===== config.mk =====
export PLATFORM = sky130hd
export DESIGN_NAME = wb_pwm4
export DESIGN_NICKNAME = d
export VERILOG_FILES = /design/src/rtl/wb_pwm_pkg.sv /design/src/rtl/wb_pwm4_timebase.sv /design/src/rtl/wb_pwm4.sv
export SDC_FILE = /design/constraint.sdc
export NUM_CORES = 1
export LEC_CHECK = 0
export ABC_AREA = 1
export CAP_MARGIN = 25
export CORE_MARGIN = 2
export CORE_UTILIZATION = 45
export CTS_BUF_LIST = sky130_fd_sc_hd__clkbuf_8
export CTS_CLUSTER_SIZE = 16
export DETAILED_ROUTE_END_ITERATION = 7
export PLACE_DENSITY_LB_ADDON = 0.12
export SLEW_MARGIN = 20
export SYNTH_ARGS = -nofsm -noshare
export SYNTH_HDL_FRONTEND = slang
export SYNTH_SLANG_ARGS = --single-unit

===== constraint.sdc =====
create_clock -name clk -period 4.35 [get_ports clk]
set_input_delay 0.87 -clock clk [delete_from_list [all_inputs] [get_ports clk]]
set_output_delay 0.87 -clock clk [all_outputs]
set_load 0.005 [all_outputs]

===== src/rtl/wb_pwm_pkg.sv =====
// Shared definitions for the four-channel Wishbone PWM block.
package wb_pwm_pkg;

   typedef enum logic [2:0] {
      PWM_CTRL     = 3'd0,
      PWM_PRESCALE = 3'd1,
      PWM_PERIOD   = 3'd2,
      PWM_STATUS   = 3'd3,
      PWM_DUTY0    = 3'd4,
      PWM_DUTY1    = 3'd5,
      PWM_DUTY2    = 3'd6,
      PWM_DUTY3    = 3'd7
   } pwm_reg_e;

   localparam int unsigned CTRL_EN     = 0;
   localparam int unsigned CTRL_IRQ_EN = 1;

   localparam logic [15:0] PERIOD_RST = 16'hFFFF;

   // Merge the two honoured byte lanes of a write into the current value.
   function automatic logic [15:0] be_merge(input logic [15:0] cur,
                                            input logic [15:0] wdat,
                                            input logic [1:0]  sel);
      logic [15:0] res;
      res = cur;
      if (sel[0]) res[7:0]  = wdat[7:0];
      if (sel[1]) res[15:8] = wdat[15:8];
      return res;
   endfunction

endpackage


===== src/rtl/wb_pwm4_timebase.sv =====
// Prescaler and period counter; flags the tick on which the period wraps.
module pwm_timebase
   import wb_pwm_pkg::*;
#(
   parameter int unsigned cnt_w = 16
) (
   input  logic             clk,
   input  logic             reset,
   input  logic             en,
   input  logic [cnt_w-1:0] prescale,
   input  logic [cnt_w-1:0] period,
   output logic [cnt_w-1:0] cnt,
   output logic             wrap
);

   logic [cnt_w-1:0] presc;
   logic             tick;

   // Compare with >= so a PRESCALE/PERIOD shrink below the running count
   // wraps on the next opportunity instead of running out to all-ones.
   always_comb begin
      tick = en && (presc >= prescale);
      wrap = tick && (cnt >= period);
   end

   // Prescaler and counter, both held at zero while disabled.
   always_ff @(posedge clk) begin
      if (reset || !en) begin
         presc <= '0;
         cnt   <= '0;
      end else begin
         presc <= tick ? '0 : presc + 1'b1;
         if (wrap)
            cnt <= '0;
         else if (tick)
            cnt <= cnt + 1'b1;
      end
   end

endmodule


===== src/rtl/wb_pwm4.sv =====
// Four-channel Wishbone PWM generator with double-buffered duties and a
// period-end interrupt.
module wb_pwm4
   import wb_pwm_pkg::*;
#(
   parameter int unsigned clk_freq = 100000000,
   parameter int unsigned cnt_w    = 16
) (
   input  logic        clk,
   input  logic        reset,
   input  logic [31:0] wb_adr_i,
   input  logic [31:0] wb_dat_i,
   output logic [31:0] wb_dat_o,
   input  logic [3:0]  wb_sel_i,
   input  logic        wb_stb_i,
   input  logic        wb_cyc_i,
   input  logic        wb_we_i,
   output logic        wb_ack_o,
   output logic        intr,
   output logic [3:0]  pwm_o
);

   pwm_reg_e         ofs;
   logic             acc;
   logic             wr;
   logic             clr;
   logic [31:0]      rdata;
   logic             en;
   logic             irq_en;
   logic             pend;
   logic [cnt_w-1:0] prescale;
   logic [cnt_w-1:0] period;
   logic [cnt_w-1:0] duty_sh  [4];
   logic [cnt_w-1:0] duty_act [4];
   logic [cnt_w-1:0] cnt;
   logic             wrap;
   logic [3:0]       pwm_nxt;
   logic             unused_bits;

   assign unused_bits = ^{wb_adr_i[31:5], wb_adr_i[1:0], wb_dat_i[31:16],
                          wb_sel_i[3:2], clk_freq};

   pwm_timebase #(.cnt_w(cnt_w)) u_timebase (
      .clk      (clk),
      .reset    (reset),
      .en       (en),
      .prescale (prescale),
      .period   (period),
      .cnt      (cnt),
      .wrap     (wrap)
   );

   // Bus decode, write-1-clear strobe and read mux.
   always_comb begin
      ofs   = pwm_reg_e'(wb_adr_i[4:2]);
      acc   = wb_stb_i && wb_cyc_i && !wb_ack_o;
      wr    = acc && wb_we_i;
      clr   = wr && (ofs == PWM_STATUS) && wb_sel_i[0] && wb_dat_i[0];
      rdata = '0;
      case (ofs)
         PWM_CTRL: begin
            rdata[CTRL_EN]     = en;
            rdata[CTRL_IRQ_EN] = irq_en;
         end
         PWM_PRESCALE: rdata = 32'(prescale);
         PWM_PERIOD:   rdata = 32'(period);
         PWM_STATUS:   rdata[0] = pend;
         default:      rdata = 32'(duty_sh[wb_adr_i[3:2]]);
      endcase
   end

   // Register file and bus handshake; writes commit as ack is raised.
   always_ff @(posedge clk) begin
      if (reset) begin
         wb_ack_o <= 1'b0;
         wb_dat_o <= '0;
         en       <= 1'b0;
         irq_en   <= 1'b0;
         prescale <= '0;
         period   <= cnt_w'(PERIOD_RST);
         for (int unsigned i = 0; i < 4; i++) duty_sh[i] <= '0;
      end else begin
         wb_ack_o <= acc;
         if (acc) wb_dat_o <= rdata;
         if (wr) begin
            case (ofs)
               PWM_CTRL:
                  if (wb_sel_i[0]) begin
                     en     <= wb_dat_i[CTRL_EN];
                     irq_en <= wb_dat_i[CTRL_IRQ_EN];
                  end
               PWM_PRESCALE:
                  prescale <= cnt_w'(be_merge(16'(prescale), wb_dat_i[15:0], wb_sel_i[1:0]));
               PWM_PERIOD:
                  period <= cnt_w'(be_merge(16'(period), wb_dat_i[15:0], wb_sel_i[1:0]));
               PWM_DUTY0, PWM_DUTY1, PWM_DUTY2, PWM_DUTY3:
                  duty_sh[wb_adr_i[3:2]] <= cnt_w'(be_merge(16'(duty_sh[wb_adr_i[3:2]]),
                                                            wb_dat_i[15:0], wb_sel_i[1:0]));
               default: ;
            endcase
         end
      end
   end

   // Sticky period-end flag; a wrap beats a simultaneous clear.
   always_ff @(posedge clk) begin
      if (reset)
         pend <= 1'b0;
      else
         pend <= wrap || (pend && !clr);
   end

   // Active duties follow the shadows while idle, else reload only on wrap.
   always_ff @(posedge clk) begin
      if (reset) begin
         for (int unsigned i = 0; i < 4; i++) duty_act[i] <= '0;
      end else if (!en || wrap) begin
         for (int unsigned i = 0; i < 4; i++) duty_act[i] <= duty_sh[i];
      end
   end

   // Per-channel compare against the shared counter.
   always_comb begin
      pwm_nxt = '0;
      for (int unsigned i = 0; i < 4; i++)
         pwm_nxt[i] = en && (cnt < duty_act[i]);
      intr = pend && irq_en;
   end

   // All channels registered together so they switch on the same edge.
   always_ff @(posedge clk) begin
      if (reset)
         pwm_o <= '0;
      else
         pwm_o <= pwm_nxt;
   end

endmodule

==> After elaboration in Yosys (flattened, before gate mapping) <==
Memories as Yosys holds them, arrays and structs flattened.
Cells that the tools add are included.
{ "op_classes": {"add_sub_neg": 2, "order_cmp": 6, "eq_ne": 7, "muxes": 27, "bitwise": 4, "n_reduce_logical": 31} }
{ "op_table": {"columns": ["cell", "count"], "rows": [
  ["two-way mux 16 bit", 5],
  ["< comparator 16 bit", 4],
  ["two-way mux 8 bit", 8],
  ["case mux 14 bit (3 select lines)", 1],
  ["adder 16 x 1 -> 16 bit, second input constant", 2],
  [">= comparator 16 bit", 2],
  ["OR reduction 16 bit", 1],
  ["AND reduction 3 bit", 5],
  ["logical AND 1 bit", 14],
  ["== test 3 bit, second input constant", 4],
  ["two-way mux 1 bit", 10],
  ["case mux 1 bit (4 select lines)", 2],
  ["== test 3 x 2 -> 1 bit, second input constant", 2],
  ["OR reduction 2 bit", 3],
  ["OR 1 bit", 4],
  ["OR reduction 4 bit", 1],
  ["== test 3 x 1 -> 1 bit, second input constant", 1],
  ["zero test 1 bit", 3],
  ["zero test 3 bit", 1],
  ["logical OR 1 bit", 3],
  ["two-way mux 2 bit", 1]
]} }
{ "totals": {"ff_bits": 104, "ram_bits": 128, "inputBits": 73, "out_inout_bits": 38, "word_cells": 91, "memories": 2} }
{ "mem_list": {"columns": ["name", "words", "word_bits", "read_ports", "rd_ports_with_merged_regs", "write_ports", "line", "text"], "rows": [
  ["duty_act", 4, 16, 4, 0, 4, "wb_pwm4.sv:34", "logic [cnt_w-1:0] duty_act [4];"],
  ["duty_sh", 4, 16, 5, 0, 4, "wb_pwm4.sv:33", "logic [cnt_w-1:0] duty_sh [4];"]
]} }

==> Logic depth before layout (Yosys ltp) <==
{ "logic_depth": {"depth_word": 9, "depth_mapped": 15, "ltp_nobuf": 14} }

==> Cells and area by module <==
From an unflattened synthesis, not the netlist that was laid out.
{ "unflattened": {"hier_cells": 1387, "area_unflattened_um2": 11782.6} }
{ "by_module_without_submodules": {"columns": ["module", "n_inst", "cells_each", "area_each_um2", "seq_area_each_um2"], "rows": [
  ["wb_pwm4", 1, 999, 9232.6, 4964.8],
  ["pwm_timebase", 1, 388, 2549.9, 640.6]
]} }

==> Least setup slack after synthesis <==
Ideal clock, no wire load.
{ "synth_path": {"path_kind": "in2reg", "from": "input wb_cyc_i", "to": "memory duty_sh[0][0] (enable)", "setup_ps": 411, "t_arrival_ps": 2863, "required_ps": 3939, "setup_slack_ps": 1076, "stages": 9, "n_path_buf": 1, "path_cell_list": "inv_1 > nor2_1 > nand2_1 > inv_2 > nand2_2 > nor2_1 > nand2_2 > buf_2 > o21ai_0"} }
{ "synth_rtl": {"columns": ["element", "line", "text"], "rows": [
  ["start: declaration", "wb_pwm4.sv:16", "input logic wb_cyc_i,"],
  ["end: declaration", "wb_pwm4.sv:33", null]
]} }

==> run summary <==
Hpwl dp = 21700 um
Setup ws final = 1.03 ns
Layout area overhead = 13.5%
CTS Buffer Depth = 3
Warnings from Yosys = 0
Drt pass-1 iters = 5
Distinct cells, synth = 40
Fillers = 2463
Starting Density = 0.458
Synthesized instance count = 1296
Critical path arrival = 3.55 ns
Dominant cell type by area after synthesis = edfxtp_1
First-pass GRT wire length = 46800 um
Fin. max-slew vios = 0
Vias in the first global route = 8538
Pwr Total = 4.39 mW
Post-CTS Setup Inserts = 0
Power per cell area = 336 nW/um^2
Row cnt = 58
Post-layout nets = 1531
H-tree depth = 2
CTS root buf = clkbuf_8
Worst-Skew Late Latency = 0.55 ns
Run status = completed
Wire length on met2 = 13700 um
Post-Synthesis Cell Area = 11500 sq um
Startpoint Class = register
# setup viols final = 0
RSZ-0062 raised after global routing = false
Vias/cell = 5.21
CP required = 4.58 ns
Chip Height = 164 um
Vias = 8988
IO Port Bufs = 47
Leakage = 5.62 nW
Worst Path Max Fanout = 42
Max IR drop VDD = 0.000218 V
1st-iter DRT viols = 525
Crit share post-route = 0.764
Max-cap violations = 0
Slew @ Worst Pin = 0.864 ns
Area occupied by multi-input gates = 4680 sq um
Tot GR Track Use = 0.227
Synth area leaders = edfxtp_1, dfxtp_1, ha_1
CTS Buf Count = 39
Fin cells = 1725
Detail Route Antenna Nets = 0
CTS tree = built
Highest Clock Rate = 0.301 GHz
Die Area = 26900 sq um
Total gr overflow = 0
DRC Markers = 0
Layout Utilization = 0.520
Register area = 5610 sq um
ANT cells = 0
Post-cts resize count = 0
Commonest non-fill, non-tap cell in the layout = inv_1
DIE WIDTH = 164 um
Asr flop ratio synth = 0
Final WL = 30000 um
Hold crit path type = reg -> reg
Synth Register Bits = 216
Number of flops mapped to enable cells by yosys = 128
Synth Flop Type = edfxtp_1
Clk_skew = 0.0269 ns
Wire per inst = 17.4 um
WL met1 = 13900 um
Worst-path clk slew = 0.06 ns
Post-synthesis sequential area ratio = 0.487
Post-synth top area share = 0.334
Fin crit period = 3.32 ns
I/O pins = 111
Core Area = 25100 sq um
Fin. Hold Viols = 0
Met3 wire length = 1670 um
Max Used Layer = met4
Layout cells sized above 1 = 0.0681
Most frequent cells in the layout = inv_1, nand2_1, edfxtp_1
Placer Congestion = 0.860
CTS sink count = 216
Worst setup path class = reg -> reg
Slew Limit Headroom = 0.423
Setup_tns = 0 ns
Mean Syn Cell Area = 8.88 sq um
Critical Path End Type = register
Initial antenna violation count = 0
DP Worst Slack = 0.873 ns
Hold buffers post-CTS = 0
Largest net degree at the start of global routing = 76
Inst Count DP = 1653
[cell usage after synthesis, types with 5 or more instances]
library cell	n
nor3_1	84
buf_2	16
a22oi_1	25
nor3b_1	7
o22ai_1	6
nand2_2	5
nand3_1	40
o21ai_1	10
nor2_1	105
ha_1	94
clkbuf_1	26
inv_1	238
nand4_1	9
a31oi_1	15
o211ai_1	13
buf_4	16
a21oi_1	102
edfxtp_1	128
o221ai_1	11
nand2_1	138
buf_6	7
a21boi_0	5
o21ai_0	68
dfxtp_1	88
xor2_1	14
[worst paths after layout]
check	start	depth (start not counted)	endpoint	slack [ns]
hold reg to reg	u_timebase.presc[0]$_SDFF_PP0_	1	u_timebase.presc[0]$_SDFF_PP0_	0.47
setup / recovery	prescale[11]$_SDFFE_PP0P_	10	duty_act[0][7]$_SDFFCE_PN0P_	1.03
setup reg to reg	prescale[11]$_SDFFE_PP0P_	10	duty_act[0][7]$_SDFFCE_PN0P_	1.03
hold / removal	u_timebase.presc[0]$_SDFF_PP0_	1	u_timebase.presc[0]$_SDFF_PP0_	0.47
[layer usage]
metal,vias up,track usage
met1,4203,0.312
li1,4497,-
met2,234,0.368
met3,54,0.0376
met4,0,0.0726
met5,-,0
[area by class of cell]
| type | instances | share of cell area |
|---|---|---|
| clock inverter | 27 | 0.00997 |
| timing repair buffer | 77 | 0.0539 |
| clock buffer | 45 | 0.0474 |
| multi-input combinational | 789 | 0.359 |
| sequential | 216 | 0.429 |
| tap | 330 | 0.0316 |
| inverter | 241 | 0.0693 |
[logic make-up (layout without fill, tap and decap cells)]
| group | count (synthesis) | after routing | share of synthesized area |
|---|---|---|---|
| compound gates | 266 | 266 | 0.134 |
| xor+xnor | 18 | 18 | 0.0137 |
| fa+ha+maj | 94 | 94 | 0.102 |
| buf+inv | 306 | 390 | 0.111 |
| flops | 216 | 216 | 0.487 |
| other cells | 1 | 16 | 0.000326 |
| simple gates | 395 | 395 | 0.151 |
[worst max-delay path, stage by stage, from the launching register on]
cell and delay [ns]:
dfxtp_1 0.40, inv_1 0.06, ha_1 0.32, nand2_1 0.06
o21bai_1 0.14, a21oi_1 0.13, nor2_1 0.06, nand2_1 0.63
nand3_1 0.31, nand2_4 0.53, buf_4 0.30
[power breakdown]
group,switching (mW),internal [mW]
sequential,0.0236,2.22
combinational,0.204,0.112
clock,0.876,0.953
[stage by stage]
stage	hold slack, ns	instance area, sq um
2_1_floorplan	0.430	11600
3_3_place_gp	0.460	12300
3_5_place_dp	0.467	12300
4_1_cts	0.476	13100
5_1_grt	0.495	13100
6_report	0.470	13100
[state kept, by name (all words and copies together) (netlist names)]
register,cells
duty_act,64
duty_sh,64
en,1
irq_en,1
pend,1
period,16
prescale,16
pwm_o,4
u_timebase.cnt,16
u_timebase.presc,16
wb_ack_o,1
wb_dat_o,16
No activity file was read; power rests on OpenSTA's default activity.
